===== src/rtl/pll_reset_sequencer.sv =====
// Purpose: qualifies four PLL locks and releases per-domain resets in a fixed, staggered order.
// Latency: dom_rst_n[0] rises 2+LOCK_STABLE_CYCLES edges after all locks are first sampled high.
// Backpressure: none; all outputs are registered status and reset levels.
module pll_reset_sequencer #(
  parameter int LOCK_STABLE_CYCLES = 1024,
  parameter int RELEASE_GAP        = 16,
  parameter int LOCK_TIMEOUT       = 65535,
  parameter int PLL_RST_CYCLES     = 8
) (
  input  logic       clk_100m,
  input  logic       rst,
  input  logic [3:0] pll_locked,
  input  logic       clr_status,
  output logic       pll_areset,
  output logic [3:0] dom_rst_n,
  output logic       all_ready,
  output logic [2:0] state,
  output logic [7:0] lock_loss_cnt,
  output logic       timeout_flag
);

  typedef enum logic [2:0] {
    WAIT_LOCK = 3'd0,
    STABILIZE = 3'd1,
    RELEASE   = 3'd2,
    RUN       = 3'd3,
    PLL_RESET = 3'd4
  } state_t;

  // One shared counter serves as timeout timer, stability counter, release-gap
  // counter and PLL reset pulse counter; only one of them is live per state.
  localparam int MAX_AB  = (LOCK_TIMEOUT > LOCK_STABLE_CYCLES) ? LOCK_TIMEOUT : LOCK_STABLE_CYCLES;
  localparam int MAX_CD  = (RELEASE_GAP > PLL_RST_CYCLES) ? RELEASE_GAP : PLL_RST_CYCLES;
  localparam int MAX_ALL = (MAX_AB > MAX_CD) ? MAX_AB : MAX_CD;
  localparam int CW      = $clog2(MAX_ALL + 1);

  localparam logic [CW-1:0] TIMEOUT_LAST = CW'(LOCK_TIMEOUT - 1);
  localparam logic [CW-1:0] STABLE_LAST  = CW'(LOCK_STABLE_CYCLES - 1);
  localparam logic [CW-1:0] GAP_LAST     = CW'(RELEASE_GAP - 1);
  localparam logic [CW-1:0] PRST_LAST    = CW'(PLL_RST_CYCLES - 1);
  localparam logic [CW-1:0] CNT_ONE      = CW'(1);

  logic [3:0]    sync1_q, sync1_d;
  logic [3:0]    sync2_q, sync2_d;
  state_t        state_q, state_d;
  logic [CW-1:0] cnt_q, cnt_d;
  logic [1:0]    rel_idx_q, rel_idx_d;
  logic [3:0]    dom_q, dom_d;
  logic          rdy_q, rdy_d;
  logic          areset_q, areset_d;
  logic [7:0]    llc_q, llc_d;
  logic          to_q, to_d;

  logic          lock_ok;
  logic          loss_evt;
  logic          to_set;

  assign lock_ok = &sync2_q;

  // Next-state logic: synchronizer shift, sequencing FSM and status counters.
  always_comb begin
    sync1_d   = pll_locked;
    sync2_d   = sync1_q;
    state_d   = state_q;
    cnt_d     = cnt_q;
    rel_idx_d = rel_idx_q;
    dom_d     = dom_q;
    rdy_d     = 1'b0;
    areset_d  = 1'b0;
    loss_evt  = 1'b0;
    to_set    = 1'b0;

    case (state_q)
      WAIT_LOCK: begin
        dom_d = 4'h0;
        if (lock_ok) begin
          state_d = STABILIZE;
          cnt_d   = '0;
        end else if (cnt_q == TIMEOUT_LAST) begin
          state_d  = PLL_RESET;
          cnt_d    = '0;
          areset_d = 1'b1;
          to_set   = 1'b1;
        end else begin
          cnt_d = cnt_q + CNT_ONE;
        end
      end

      STABILIZE: begin
        dom_d = 4'h0;
        if (!lock_ok) begin
          // Not yet released, so this is not counted as a lock-loss event.
          state_d = WAIT_LOCK;
          cnt_d   = '0;
        end else if (cnt_q == STABLE_LAST) begin
          state_d   = RELEASE;
          cnt_d     = '0;
          rel_idx_d = 2'd1;
          dom_d     = 4'b0001;
        end else begin
          cnt_d = cnt_q + CNT_ONE;
        end
      end

      RELEASE: begin
        if (!lock_ok) begin
          loss_evt = 1'b1;
          state_d  = WAIT_LOCK;
          cnt_d    = '0;
          dom_d    = 4'h0;
        end else if (cnt_q == GAP_LAST) begin
          // Bits only ever get set here, so released domains stay released.
          cnt_d            = '0;
          dom_d[rel_idx_q] = 1'b1;
          rel_idx_d        = rel_idx_q + 2'd1;
          if (rel_idx_q == 2'd3) begin
            state_d = RUN;
            rdy_d   = 1'b1;
          end
        end else begin
          cnt_d = cnt_q + CNT_ONE;
        end
      end

      RUN: begin
        if (!lock_ok) begin
          loss_evt = 1'b1;
          state_d  = WAIT_LOCK;
          cnt_d    = '0;
          dom_d    = 4'h0;
        end else begin
          rdy_d = 1'b1;
          dom_d = 4'hF;
        end
      end

      PLL_RESET: begin
        // Lock status is meaningless while the PLLs are held in reset.
        dom_d = 4'h0;
        if (cnt_q == PRST_LAST) begin
          state_d = WAIT_LOCK;
          cnt_d   = '0;
        end else begin
          areset_d = 1'b1;
          cnt_d    = cnt_q + CNT_ONE;
        end
      end

      default: begin
        state_d = WAIT_LOCK;
        cnt_d   = '0;
        dom_d   = 4'h0;
      end
    endcase

    // Status clear takes priority over a same-cycle increment or set.
    if (clr_status) begin
      llc_d = 8'h00;
      to_d  = 1'b0;
    end else begin
      llc_d = (loss_evt && (llc_q != 8'hFF)) ? (llc_q + 8'h01) : llc_q;
      to_d  = to_q | to_set;
    end
  end

  // State and output registers with synchronous reset.
  always_ff @(posedge clk_100m) begin
    if (rst) begin
      sync1_q   <= 4'h0;
      sync2_q   <= 4'h0;
      state_q   <= WAIT_LOCK;
      cnt_q     <= '0;
      rel_idx_q <= 2'd0;
      dom_q     <= 4'h0;
      rdy_q     <= 1'b0;
      areset_q  <= 1'b0;
      llc_q     <= 8'h00;
      to_q      <= 1'b0;
    end else begin
      sync1_q   <= sync1_d;
      sync2_q   <= sync2_d;
      state_q   <= state_d;
      cnt_q     <= cnt_d;
      rel_idx_q <= rel_idx_d;
      dom_q     <= dom_d;
      rdy_q     <= rdy_d;
      areset_q  <= areset_d;
      llc_q     <= llc_d;
      to_q      <= to_d;
    end
  end

  assign pll_areset    = areset_q;
  assign dom_rst_n     = dom_q;
  assign all_ready     = rdy_q;
  assign state         = state_q;
  assign lock_loss_cnt = llc_q;
  assign timeout_flag  = to_q;

endmodule


===== config.mk =====
export PLATFORM = sky130hd
export DESIGN_NAME = pll_reset_sequencer
export DESIGN_NICKNAME = d
export VERILOG_FILES = /design/src/rtl/pll_reset_sequencer.sv
export SDC_FILE = /design/constraint.sdc
export NUM_CORES = 1
export LEC_CHECK = 0
export ABC_AREA = 1
export ABC_CLOCK_PERIOD_IN_PS = 2000
export BUFFER_PORTS_ARGS = -buffer_cell sky130_fd_sc_hd__buf_4
export CORE_AREA = 2 2 104 66
export DETAILED_ROUTE_END_ITERATION = 6
export DIE_AREA = 0 0 106 68
export MAX_ROUTING_LAYER = met4
export PLACE_DENSITY = 0.6
export SLEW_MARGIN = 20
export SYNTH_ARGS = -nofsm -noshare
export SYNTH_HDL_FRONTEND = slang
export SYNTH_SLANG_ARGS = --single-unit

===== constraint.sdc =====
create_clock -name clk_100m -period 2 [get_ports clk_100m]
set_clock_uncertainty 0.05 [all_clocks]
set_input_delay 0 -clock clk_100m [delete_from_list [all_inputs] [get_ports clk_100m]]
set_output_delay 0 -clock clk_100m [all_outputs]
set_load 0.01 [all_outputs]

Word level (Yosys, flattened, before mapping)
Index checks and enable logic that the tools add are counted.
Widths: inputs -> output; s select.
{"block": "word_totals", "output_inout_bits": 18, "word_cells": 90, "input_bits": 7, "reg_bits": 44}
{"block": "classes", "n_lt_le_gt_ge": 2, "n_bitwise": 2, "reduce_logical": 9, "mux": 44, "add_sub_neg": 3, "n_eq_ne": 20}
{"cell": "$mux 16", "n": 8}
{"cell": "$pmux 16 s5", "n": 1}
{"cell": "$mux 3", "n": 9}
{"cell": "$add 16x1->16 const B", "n": 1}
{"cell": "$eq 16x10->1 const B", "n": 1}
{"cell": "$eq 16x16->1 const B", "n": 1}
{"cell": "$eq 16x3->1 const B", "n": 1}
{"cell": "$eq 16x4->1 const B", "n": 1}
{"cell": "$pmux 3 s5", "n": 1}
{"cell": "$mux 1", "n": 13}
{"cell": "$mux 4", "n": 3}
{"cell": "$ne 2x2->1 const B", "n": 6}
{"cell": "$ne 3x3->1 const B", "n": 4}
{"cell": "$pmux 4 s3", "n": 1}
{"cell": "$add 8x1->8 const B", "n": 1}
{"cell": "$mux 2", "n": 4}
{"cell": "$ne 8x8->1 const B", "n": 1}
{"cell": "$eq 3x2->1 const B", "n": 2}
{"cell": "$reduce_and 6->1", "n": 1}
{"cell": "$reduce_and 5->1", "n": 1}
{"cell": "$or 4x4->4", "n": 1}
{"cell": "$pmux 1 s2", "n": 2}
{"cell": "$pmux 2 s2", "n": 1}
{"cell": "$reduce_and 4->1", "n": 1}
{"cell": "12 further kinds", "n": 14}

Logic depth before layout (Yosys ltp)
Gate-level depths: netlist of run 1.
{"block": "logic_depth", "ltp_word": 8, "mapped_depth": 12, "depth_no_buf": 12}

Least setup slack after synthesis of run 1
OpenSTA, ideal clock, no wires.
{"block": "synth_path", "path_kind": "reg-to-reg", "from": "register cnt_q[0]", "to": "register cnt_q[4]", "setup_ns": 0.119, "required_ns": 1.831, "arrival_ns": 1.450, "stages_incl_launch_ff": 11, "path_slack_ns": 0.381, "path_cell_list": "dfxtp_1 > ha_1 > nand3_4 > nor2_4 > nand2_4 > nand2_4 > nand2_4 > nor2_4 > nand2_4 > nand2_8 > nor2_2"}
{"block": "synth_between", "elab_chain_cells": 4}
{"element": "start: declaration", "line_no": "46", "rtl": "logic [CW-1:0] cnt_q, cnt_d;"}
{"element": "start signal: assignment", "line_no": "183", "rtl": "cnt_q <= cnt_d;"}
{"element": "$add 16x1->16, or another cell as far along"}
{"element": "$mux 16, on equally long branches", "line_no": "111, 79, 95"}
{"element": "$mux 16, on equally long branches", "line_no": "106, 76, 91"}
{"element": "$pmux 16 s5 (*)", "line_no": "73", "rtl": "case (state_q)"}
Mark *: on every way between the ends. The rest lies on a longest branch, timed or not.
A chain may end at the register's enable or synchronous reset.

Worst setup path in the final report of run 1
{"block": "layout_path", "from": "register cnt_q[0]", "to": "register cnt_q[1]"}
The elaborated chain is that of the path after synthesis.

==> qor.txt, run 1 <==
I/O Buffers - 24
nets - 388
vias in the first global route - 1,885
crit path DAT - 1.90 ns
post-route ant nets - 0
Tcrit/Tclk final - 88.2%
total wire length - 5210 µm
Synth Net Count - 352
Initial Util - 37.5%
# rows - 23
Via Count - 2,157
status - complete, no violations
Total GRT Usage - 16.3%
Power Total - 2.18 mW
Ys Warns - 0
fin util - 44.8%
crit path kind - reg -> reg
number of synthesized register bits - 44
worst hold path class - reg -> reg
Die ar. - 0.00721 mm²
Core ar. - 0.00636 mm²
H-tree levels - 2
Critical Path Source Type - register
dpl cells - 446
P&R area growth vs syn - 19.6%
worst-path fanout max - 8
Post-Syn Area - 0.00238 mm²
first-pass GRT wire length - 8870 µm
Area after DPL - 0.00266 mm²
Fmax - 567 MHz
Avg WL per Cell - 11.3 µm
Worst-path clk slew - 0.08 ns
fin. max-slew vios - 0
Die Span X - 106 µm
CP Capture Type - register
Ports - 25
Setup WS pre-CTS - 0.207 ns
vias per cell - 4.67
Post-Layout Inst Area - 0.00285 mm²
CTS Buffer Depth - 2
number of max-cap violations - 0
share of layout cells above drive strength 1 - 16.3%
DR iter-0 viols - 98
CTS Sinks - 44
reg2reg path depth - 10
Slew @ Worst Pin - 0.436 ns
PD cells - 764 mW/mm²
antenna fix cells - 0
total CTS buffers - 5
worst setup path endpoint - cnt_q[1]
fin cells - 462
pin count of the biggest net entering global routing - 24
CP Launch Point - cnt_q[0]
GP Congestion - 0.806
cells after synthesis - 338
Static Leak - 1.19 nW
# Post-CTS Setup Buffers - 0
CTS tree - done
RR Endpoint - cnt_q[1]
Filler cells - 669
Die Y-Extent - 68 µm
post-layout min period - 1.76 ns
reg2reg setup slack - 0.24 ns
final setup TNS - 0 ns
DRT Pass-1 Iters - 4
unrepaired setup endpoints after global routing - false
maximum vdd drop - 0.000339 V
Worst Slack Setup Final - 0.236 ns
Slew HR - 70.8%
Setup violations, final - 0
total congestion overflow - 0
distinct cell type count after synthesis - 30
latest clock arrival within the worst-skew pair - 0.29 ns
post-synthesis sequential area ratio - 37.0%
initial antenna violation count - 0
drt drc - 0
Worst R2R Start - cnt_q[0]
endpoints failing hold - 0
root buf cell - clkbuf_8
Avg Cell Area, Syn - 7.05 µm²
DP HPWL - 3970 µm
WHS - 0.354 ns
required time worst endpoint - 2.14 ns
## placed cells by master, fill, tap and decap left out, types with 2 or more instances in the layout
cell type / instances
a21oi_1: 22
nand2_1: 71
nor2_1: 49
ha_1: 6
nand2_4: 5
buf_4: 25
nand3_1: 28
inv_1: 41
xor2_1: 9
nor3_1: 5
nor2_4: 6
o21bai_1: 3
clkbuf_8: 5
nand4_1: 4
o21ai_0: 14
dlygate4sd3_1: 8
nor2_2: 10
o21ai_1: 2
nand2_2: 3
xnor2_1: 2
dfxtp_1: 44
## timing repair
item	CTS	global route
endpoints found under the setup margin	0	9
hold buffers	8	0
hold endpoints to repair	9	0
resized for setup	0	1
## final cells by class
class,instances,area [µm²],area share (%)
multi-input cells,247,1320,46.4
flip-flops and latches,44,881,30.9
repair buffers,33,268,9.40
inverters,43,161,5.67
well taps,87,109,3.82
clock buffers,6,72.6,2.55
clock inverters,2,35.0,1.23
## worst min-delay path by stage
| stage | cells after the start | slack, ns | from | to |
|---|---|---|---|---|
| after floorplan | 1 | 0.02 | rst | state[2] |
| after global placement | 3 | 0.15 | pll_locked[0] | sync1_q[0] |
| after detailed placement | 3 | 0.16 | pll_locked[0] | sync1_q[0] |
| after CTS | 2 | 0.36 | sync1_q[2] | sync2_q[2] |
| after global routing | 2 | 0.38 | sync1_q[3] | sync2_q[3] |
| final | 2 | 0.35 | sync1_q[2] | sync2_q[2] |
## routing by layer
metal | vias up | global-route usage (%) | share of wire, %
met5 | - | - | 0
met2 | 33 | 20.9 | 37
met4 | 0 | 4.93 | 0.67
li1 | 1144 | - | -
met3 | 4 | 3.52 | 3.7
met1 | 976 | 24.7 | 58
## cells in the mapped netlist
cell type	number	area [µm²]
a21oi_1	22	110
buf_2	1	5.00
buf_4	1	7.51
clkbuf_1	2	7.51
clkinv_1	1	3.75
dfxtp_1	44	881
ha_1	7	87.6
inv_1	41	154
inv_2	1	3.75
nand2_1	71	267
nand2_2	3	18.8
nand2_4	5	56.3
nand2_8	1	20.0
nand3_1	28	140
nand3_4	1	17.5
nand3b_1	1	7.51
nand4_1	4	25.0
nor2_1	49	184
nor2_2	10	62.6
nor2_4	6	67.6
nor3_1	5	25.0
nor3_2	1	10.0
nor3b_1	1	7.51
o211ai_1	1	7.51
o21a_1	1	7.51
o21ai_0	14	70.1
o21ai_1	2	10.0
o21bai_1	3	22.5
xnor2_1	2	17.5
xor2_1	9	78.8
## critical path, stage by stage (launching register included)
cell and delay, ns:
dfxtp_1 0.41, ha_2 0.26, nand3_4 0.11, nor2_4 0.17, nand2_4 0.09, nand2_4 0.11
nand2_4 0.09, nor2_4 0.12, nand2_4 0.08, nand2_8 0.12, nor2_2 0.04
## flip-flops by register name (all words and copies together) (netlist names)
| register | cells |
|---|---|
| all_ready | 1 |
| cnt_q | 16 |
| dom_rst_n | 4 |
| lock_loss_cnt | 8 |
| pll_areset | 1 |
| rel_idx_q | 2 |
| state | 3 |
| sync1_q | 4 |
| sync2_q | 4 |
| timeout_flag | 1 |
## power breakdown
group          total, mW  switching (mW)  internal [mW]
clock              0.671           0.300          0.371
sequential         0.987          0.0601          0.926
combinational      0.519           0.332          0.188
total               2.18           0.692           1.48
## logic make-up (layout without fill, tap and decap cells)
kind of cell / count (synthesis) / in the layout / synth area share, %
compound gates: 43 / 43 / 9.56
xor+xnor: 11 / 11 / 4.04
fa+ha+maj: 7 / 7 / 3.68
buf+inv: 47 / 84 / 7.62
flops: 44 / 44 / 37.0
simple gates: 186 / 186 / 38.1
Power figures use the tool's default switching activity.
==> inputs of run 2 (changes only) <==
ABC_CLOCK_PERIOD_IN_PS = 1900   (was 2000)
clock period = 1.9 ns   (was 2 ns; I/O delays follow)
==> run 2 against run 1 <==
Net effect:
- the run now ends with hold timing left
- worst setup slack got worse by 0.087 ns
- fmax increased by 0.74%
- total power increased by 5.8%
==> qor.txt, run 2 (synthesized netlist as in run 1, its figures left out) <==
crit-path most repeated cell - nand2_4
share of layout cells above drive strength 1 - 17.3% (+1.1 points)
Via Count - 2,123 (-1.6%)
crit path kind - reg -> reg
failing checks - hold timing
commonest non-fill, non-tap cell in the layout - nand2_1
worst hold path class - in -> reg
vias in the first global route - 1,864 (-1.1%)
nets - 388 (unchanged)
CP delay by family, top - simple AND/OR/NAND/NOR gates
Ports - 25 (unchanged)
post-layout min period - 1.75 ns (-0.0130 ns)
CP Launch Point - cnt_q[1]
Static Leak - 1.19 nW (-0.22%)
WHS - -0.00167 ns (-0.356 ns)
P&R area growth vs syn - 19.3%
required time worst endpoint - 2.04 ns (-0.10 ns)
max reg flops - 16 (unchanged)
vias per cell - 4.60 (-1.6%)
reg2reg setup slack - 0.15 ns (-0.09 ns)
Core ar. - 0.00636 mm² (unchanged)
initial antenna violation count - 0 (unchanged)
DR iter-0 viols - 152 (+55%)
DRT Pass-1 Iters - 4 (unchanged)
endpoints failing hold - 1 (+1)
maximum vdd drop - 0.000410 V (+21%)
Setup WS pre-CTS - 0.0998 ns (-0.108 ns)
CTS Sinks - 44 (unchanged)
status - finished with violations
total CTS buffers - 5 (unchanged)
Die Y-Extent - 68 µm (unchanged)
Area after DPL - 0.00268 mm² (+0.85%)
terminating pin of the worst hold path - dom_rst_n[2]
total wire length - 5330 µm (+2.3%)
Worst Slack Setup Final - 0.149 ns (-0.0870 ns)
I/O Buffers - 24 (unchanged)
# Post-CTS Setup Buffers - 0 (unchanged)
Filler cells - 655 (-2.1%)
CP Cell Sequence - ha_2, nand3_4, nor2_4, nand2_4, nand2_4, nand2_4, nor2_4, nand2_4, nand2_8, nor2_2
Worst Hold Path Cells - 2 (unchanged)
root buf cell - clkbuf_8
Slew HR - 69.4% (-1.4 points)
unrepaired setup endpoints after global routing - false
Post-Layout Inst Area - 0.00284 mm² (-0.22%)
Avg WL per Cell - 11.5 µm (+2.3%)
Die Span X - 106 µm (unchanged)
fin. max-slew vios - 0 (unchanged)
CTS Buffer Depth - 2 (unchanged)
Worst-path clk slew - 0.09 ns (about the same)
worst-path fanout max - 8 (unchanged)
critical path buffer and inverter count - 0 (unchanged)
latest clock arrival within the worst-skew pair - 0.30 ns (about the same)
Setup violations, final - 0 (unchanged)
hold path start - rst
RR Endpoint - cnt_q[7]
total congestion overflow - 0 (unchanged)
Power Total - 2.30 mW (+5.8%)
Critical Path Source Type - register
Total GRT Usage - 16.2% (-0.12 points)
first-pass GRT wire length - 8870 µm (about the same)
reg2reg path depth - 10 (unchanged)
Worst R2R Start - cnt_q[1]
antenna fix cells - 0 (unchanged)
# rows - 23 (unchanged)
dpl cells - 449 (+0.67%)
post-route ant nets - 0 (unchanged)
Worst path slowest cell - dfxtp_1
Die ar. - 0.00721 mm² (unchanged)
drt drc - 0 (unchanged)
CTS tree - done
number of max-cap violations - 0 (unchanged)
crit path DAT - 1.89 ns (about the same)
Slew @ Worst Pin - 0.458 ns (+0.0212 ns)
Tcrit/Tclk final - 92.1% (+4.0 points)
CP Capture Type - register
fin cells - 462 (unchanged)
Fmax - 571 MHz (+0.74%)
most frequent cells in the layout - 71 x nand2_1, 49 x nor2_1, 43 x dfxtp_1
pin count of the biggest net entering global routing - 24 (unchanged)
final setup TNS - 0 ns (unchanged)
DP HPWL - 4130 µm (+4.1%)
GP Congestion - 0.864 (+7.1%)
Initial Util - 37.5% (unchanged)
H-tree levels - 2 (unchanged)
fin util - 44.7% (-0.098 points)
Top reg by flops - cnt_q
PD cells - 810 mW/mm² (+6.1%)
peak per-stage delay on the critical path - 0.40 ns (about the same)
run 2: cell types whose count changed in the layout (fill, tap and decap cells not counted), sizes merged:
| cell | delta |
|---|---|
| buf | +3 |
| dlygate4sd3 | -3 |
run 2: cell type report:
cell class              instances  area (µm²)  area share [%]
multi-input cells             247        1320            46.5
flip-flops and latches         44         882            31.0
repair buffers                 33         260            9.15
inverters                      43         161            5.68
well taps                      87         109            3.83
clock buffers                   6        72.6            2.55
clock inverters                 2        35.0            1.23
run 2: report_power, final:
group | switching [mW] | leakage (nW) | internal (mW)
combinational | 0.349 | 0.777 | 0.201
clock | 0.321 | 0.0552 | 0.391
sequential | 0.0639 | 0.357 | 0.977
run 2: layer usage:
metal / wire, µm / global-route usage, % / vias to the layer above / share of wire [%]
met2: 2000 / 21.1 / 35 / 37
li1: - / - / 1139 / -
met5: 0 / - / - / 0
met3: 182 / 3.52 / 2 / 3.4
met4: 26 / 3.45 / 0 / 0.49
met1: 3120 / 24.6 / 947 / 59
run 2: worst register-to-register path, cell delays in order, from the launching register on:
cell and delay [ns]:
dfxtp_1 0.40, ha_2 0.26, nand3_4 0.11, nor2_4 0.17, nand2_4 0.09, nand2_4 0.11
nand2_4 0.10, nor2_4 0.13, nand2_4 0.08, nand2_8 0.10, nor2_2 0.04
run 2: repair_timing:
item,4_1_cts,5_1_grt
setup endpoints to repair,0,15
hold buffers,5,0
endpoints found under the hold margin,7,0
gates resized for setup,0,2
run 2: worst max-delay path by stage:
stage,to,depth (start not counted)
5_1_grt,cnt_q[1],12
2_1_floorplan,cnt_q[4],10
3_3_place_gp,cnt_q[1],10
3_5_place_dp,cnt_q[4],10
4_1_cts,cnt_q[7],10
6_report,cnt_q[7],10
